$ cat src/rtl/imul_var_lat_param.sv
// Iterative shift-add integer multiplier with val/rdy handshakes, four
// RISC-V style modes (MUL/MULH/MULHU/MULHSU) and zero-run skipping on the multiplier.
module imul_var_lat_param #(
  parameter int unsigned NBITS    = 32,
  parameter int unsigned SKIP_MAX = 8
) (
  input  logic                 clk,
  input  logic                 reset,
  input  logic                 req_val,
  output logic                 req_rdy,
  input  logic [2*NBITS+1:0]   req_msg,
  output logic                 resp_val,
  input  logic                 resp_rdy,
  output logic [NBITS-1:0]     resp_msg
);

  localparam int unsigned SHW = $clog2(SKIP_MAX + 1);

  typedef enum logic [1:0] {
    IDLE = 2'd0,
    CALC = 2'd1,
    DONE = 2'd2
  } state_t;

  state_t                 state_q, state_d;
  logic [2*NBITS-1:0]     a_q, a_d;
  logic [NBITS-1:0]       b_q, b_d;
  logic [2*NBITS-1:0]     acc_q, acc_d;
  logic                   neg_q, neg_d;
  logic [1:0]             mode_q, mode_d;

  logic [1:0]             req_mode;
  logic [NBITS-1:0]       req_a, req_b;
  logic [NBITS-1:0]       a_mag, b_mag;
  logic                   a_neg, b_neg;

  // Operands are reduced to magnitudes; the sign is reapplied once at the end.
  always_comb begin
    req_mode = req_msg[2*NBITS+1 -: 2];
    req_a    = req_msg[2*NBITS-1 -: NBITS];
    req_b    = req_msg[NBITS-1:0];
    a_neg    = req_mode[0] & req_a[NBITS-1];
    b_neg    = (req_mode == 2'b01) & req_b[NBITS-1];
    a_mag    = a_neg ? -req_a : req_a;
    b_mag    = b_neg ? -req_b : req_b;
  end

  logic [SHW-1:0] k;
  logic           hit;

  // Shift to the next set multiplier bit, capped at SKIP_MAX positions.
  always_comb begin
    k   = SHW'(SKIP_MAX);
    hit = 1'b0;
    for (int unsigned i = 1; i <= SKIP_MAX; i++) begin
      if (!hit && b_q[i]) begin
        k   = SHW'(i);
        hit = 1'b1;
      end
    end
  end

  logic [2*NBITS-1:0] prod;

  always_comb begin
    prod     = neg_q ? -acc_q : acc_q;
    resp_msg = (mode_q == 2'b00) ? prod[NBITS-1:0] : prod[2*NBITS-1:NBITS];
  end

  always_comb begin
    state_d  = state_q;
    a_d      = a_q;
    b_d      = b_q;
    acc_d    = acc_q;
    neg_d    = neg_q;
    mode_d   = mode_q;
    req_rdy  = 1'b0;
    resp_val = 1'b0;
    case (state_q)
      IDLE: begin
        req_rdy = 1'b1;
        if (req_val) begin
          a_d     = (2*NBITS)'(a_mag);
          b_d     = b_mag;
          acc_d   = '0;
          neg_d   = a_neg ^ b_neg;
          mode_d  = req_mode;
          state_d = CALC;
        end
      end
      CALC: begin
        if (b_q == '0) begin
          state_d = DONE;
        end else begin
          if (b_q[0]) acc_d = acc_q + a_q;
          a_d = a_q << k;
          b_d = b_q >> k;
        end
      end
      DONE: begin
        resp_val = 1'b1;
        if (resp_rdy) state_d = IDLE;
      end
      default: state_d = IDLE;
    endcase
  end

  always_ff @(posedge clk or negedge reset) begin
    if (!reset) begin
      state_q <= IDLE;
      a_q     <= '0;
      b_q     <= '0;
      acc_q   <= '0;
      neg_q   <= 1'b0;
      mode_q  <= 2'b00;
    end else begin
      state_q <= state_d;
      a_q     <= a_d;
      b_q     <= b_d;
      acc_q   <= acc_d;
      neg_q   <= neg_d;
      mode_q  <= mode_d;
    end
  end

endmodule

$ cat config.mk
export PLATFORM = sky130hd
export DESIGN_NAME = imul_var_lat_param
export DESIGN_NICKNAME = d
export VERILOG_FILES = /design/src/rtl/imul_var_lat_param.sv
export SDC_FILE = /design/constraint.sdc
export NUM_CORES = 1
export LEC_CHECK = 0
export ABC_AREA = 1
export ABC_CLOCK_PERIOD_IN_PS = 7350
export CAP_MARGIN = 20
export CORE_UTILIZATION = 40
export DETAILED_ROUTE_END_ITERATION = 8
export GPL_TIMING_DRIVEN = 1
export PLACE_DENSITY_LB_ADDON = 0.05
export SLEW_MARGIN = 10
export SYNTH_ARGS = -nofsm -noshare
export SYNTH_HDL_FRONTEND = slang
export SYNTH_SLANG_ARGS = --single-unit
$ cat constraint.sdc
create_clock -name clk -period 7.35 [get_ports clk]
set_input_delay 1.47 -clock clk [delete_from_list [all_inputs] [get_ports clk]]
set_output_delay 1.47 -clock clk [all_outputs]
set_load 0.01 [all_outputs]
Word-level counts from Yosys, hierarchy flattened. Index checks and enable logic that the tools add are counted.

Add/sub/neg operators: 4. Equality and inequality tests: 8. Shift operators: 2. Mux-type cells: 35. Bitwise operators: 3. Reduce and logical (&&, ||, !) cells: 22.

Operator list (number): two-way mux 64 bit (6); case mux 64 bit (2 select lines) (2); two-way mux 32 bit (5); adder 64 bit (1); negator 32 bit (2); negator 64 bit (1); case mux 32 bit (2 select lines) (1); << shifter 64 x 4 -> 64 bit (1); logical NOT 32 bit (1); two-way mux 4 bit (8); right shift 32 x 4 -> 32 bit (1); inequality test 2 bit, second input constant (5); two-way mux 1 bit (9); logical AND 1 bit (7); logical NOT 1 bit (7); two-way mux 2 bit (3); case mux 2 bit (3 select lines) (1); AND reduction 3 bit (2); equality test 2 x 1 -> 1 bit, second input constant (2); logical NOT 2 bit (2); AND reduction 4 bit (1); bitwise AND 1 bit (2); equality test 2 bit, second input constant (1); AND reduction 2 bit (1); other kinds (2) (2).

Register bits after elaboration: 165. Input bits: 70. Output and inout port bits: 34. Logic and storage cells: 80.

Depth between registers and ports, before layout.
Depth in word-level cells: 25. Depth in mapped cells: 17.

Worst setup path after synthesis. No wires, ideal clock.

Path kind: register to output. Start point: register acc_q[1]. End point: output resp_msg[24]. Arrival time: 1.976 ns. Data required time: 5.880 ns. Setup slack: 3.904 ns. Cell stages (with the launch flop): 13. Buffers on the path: 0. Cell sequence: dfrtp_1 > inv_1 > ha_1 > nand3_1 > nor2_2 > nand2_1 > nor2_2 > nand2_1 > nand2_2 > nand3_1 > o21ai_0 > nand2_1 > o21ai_1.

Word-level cells in the longest chain between the ends: 3.

Ends and longest elaborated chain: from (decl) (line 28) `logic [2*NBITS-1:0] acc_q, acc_d;`; from (signal assigned) (line 113) `acc_q <= '0;`; from (signal assigned) (line 120) `acc_q <= acc_d;`; negator 64 bit (line 66) `prod = neg_q ? -acc_q : acc_q;`; two-way mux 64 bit (line 66); two-way mux 32 bit (line 67) `resp_msg = (mode_q == 2'b00) ? prod[NBITS-1:0] : prod[2*NBITS-1:NBITS];`; to (decl) (line 14) `output logic [NBITS-1:0] resp_msg`.

No other way between the ends.

Final worst setup path.
Start point: register acc_q[1]. End point: output resp_msg[8].

Same word-level chain as after synthesis.

==> metrics <==
fin crit period=~5.0 ns; clock insertion delay at the later pin of the skew report=0.52 ns; post-CTS setup buffer count=0; share of layout cells above drive strength 1=about 2.7%; status=completed; xor and xnor fraction of the mapped netlist area=between 1.5 and 2%; die footprint=between 50000 and 60000 um^2; Async SR Flop Fraction=between 90% and 100%; largest net degree at the start of global routing=roughly 110; Synth Area in Adders=roughly 4.1%; Mapped Area=between 20000 and 25000 um^2; fin nets=between 3000 and 4000; flops & latches, synth=between 150 and 200; Crit Path Class=register to output pin; CP startpoint kind=register; MaxCap Viol Count=0; Num CTS Buffers=17; H-Tree Depth=4; Post-Synth Simple-Gate Area=just under 50%; RSZ-0062 raised after global routing=no; First DRT Iteration DRCs=1961; largest area contributor in the netlist=nand2_1; Max Clk Rate=~200 MHz; Tcrit/Tclk final=between 60% and 70%; CTS tree=built; final slew viol count=0; Worst-Margin Slew=0.998 ns; Seq/Total Area, Yosys=between 10% and 20%; mux share of post-synthesis cell area=0%; Worst setup EP type=output pin; All-Layer GR Usage=roughly a third; # fillers=a little under 6000; HPWL after DPL=between 60000 and 70000 um; Die Wd=between 200 and 250 um; total number of vias=24900; EDFF count, synth=0; global placer's final weighted congestion=~1; root buf cell=clkbuf_16; worst hold path class=register to register; Lkg Pwr=~12 nW; area of the multi-input gates=14100 um^2; Inserted Diodes=0; initial antenna violation count=0; Ports=around 100; Compound-Gate Fraction of Synth Area=approximately an eighth; port bufs=approximately 100; # setup viols final=0; TritonCTS sink count=~170; skew final=around 0.022 ns; vias in the first global route=23300; DR DRC count=0; number of routed nets with antenna violations=0; Clock Tree Buf Depth=2; ys flop type=dfrtp_1; Clock transition at path regs=about 0.070 ns; VDD IR max=293 uV; Yosys Warn Count=0; Syn Nets=3929; total gr overflow=0; Final Hold Vio Count=0; post-place setup slack=approximately 2.8 ns; num rows=83; post-cts sizing count=0; post-synth top area share=between 20% and 30%; cell count after synthesis=about 3800; most common cell in the netlist=nand2_1; die height=between 200 and 250 um; Critical Path RT=about 5.9 ns; power density over cell area=~530 nW/um^2; Initial Util=40.5%; CP max FO=9; largest cells by area after synthesis=nand2_1 21%, dfrtp_1 20%, nand3_1 17%; Seq. cell area=~4100 um^2; Routed WL=88600 um; largest family of logic cells by synthesized area=simple AND/OR/NAND/NOR gates; Synth top cells by count=1156 x nand2_1, 721 x nand3_1, 500 x inv_1, 372 x nor2_1, 170 x a21oi_1; Core Box Area=just over 50000 um^2; distinct cell type count after synthesis=46; WP data arrival=3.54 ns; Slew headroom=33.4%; drt pass-1 iters=8; area grow syn2layout=9.85%; Post-Syn Area per Cell=between 5 and 6 um^2; hold_buf cts=0; Setup WS post-layout=about 2.3 ns; first-pass GRT wire length=137000 um; routed length per placed instance=just under 20 um; setup TNS=0 ns; vias per cell=5.54
==> final timing paths <==
path / cells past startpoint / slack [ns] / from / end
setup / recovery: 13 / 2.34 / acc_q[1] / resp_msg[8]
hold / removal: 2 / 0.49 / b_q[26] / b_q[26]
setup reg to reg: 15 / 3.42 / b_q[3] / a_q[59]
hold reg to reg: 2 / 0.49 / b_q[26] / b_q[26]
max in group asynchronous: 2 / 5.31 / reset / state_q[1]
min in group asynchronous: 1 / 0.90 / reset / neg_q
==> registers in the layout (all words and copies together) (netlist names) <==
register  cells
acc_q        64
neg_q         1
a_q          64
mode_q        2
state_q       2
b_q          32
==> per-stage QoR <==
| stage | cells | util [%] | hold slack (ns) | instance area (um^2) | power (mW) |
|---|---|---|---|---|---|
| 4_1_cts | 4488 | 44.5 | 0.487 | 22900 | 11.9 |
| 6_report | 4488 | 44.5 | 0.487 | 22900 | 12.0 |
| 2_1_floorplan | 3792 | - | 0.449 | 20800 | 8.11 |
| 3_3_place_gp | 4457 | 43.3 | 0.475 | 22300 | 10.9 |
| 5_1_grt | 4488 | 44.5 | 0.526 | 22900 | 13.2 |
| 3_5_place_dp | 4457 | 43.3 | 0.469 | 22300 | 10.9 |
==> cell families after synthesis <==
logic type      Yosys count
compound gates          453
buf+inv                 655
xor+xnor                 47
fa+ha+maj                67
simple gates           2405
flops                   165
==> cell type report <==
cell class              instances  area share, %
flip-flops and latches        165           18.1
multi-input cells            2972           61.8
clock inverters                12          0.673
clock buffers                  19           1.94
repair buffers                127           5.36
inverters                     513           8.42
well taps                     680           3.72
==> worst max-delay path: stages, from the launching register on <==
cell and delay (ns):
dfrtp_1 0.39, inv_1 0.17, ha_1 0.22, nand3_1 0.15
nor2_2 0.24, nand2_1 0.18, nor2_2 0.19, nand2_1 0.08
nand2_2 0.18, nand3_1 0.19, nand2_1 0.10, nand3_1 0.20
o21ai_0 0.15, clkdlybuf4s50_1 0.56
==> power by group <==
part / switching (mW) / total (mW) / leakage (nW) / internal (mW)
clock network: 0.444 / 0.984 / 0.297 / 0.540
logic: 6.29 / 9.14 / 9.31 / 2.85
registers: 0.605 / 1.92 / 2.07 / 1.32
==> routing by layer <==
layer | up-vias | track usage, % | share of wire (%)
met1 | 11500 | 43.2 | 44
met3 | 161 | 3.86 | 5.0
met4 | 0 | 14.5 | 4.3
met2 | 835 | 56.5 | 47
met5 | - | 0 | 0
li1 | 12400 | - | -
==> cells in the final DEF (no fill, tap or decap), drive strengths merged, types with 43 or more instances in the layout <==
master and count:
a21oi 172, clkdlybuf4s50 102, dfrtp 165, ha 66
inv 511, nand2 1161, nand3 723, nand4 71
nor2 386, nor3 43, o211ai 48, o21ai 177
Note: power is estimated with default switching activity, not from simulation.
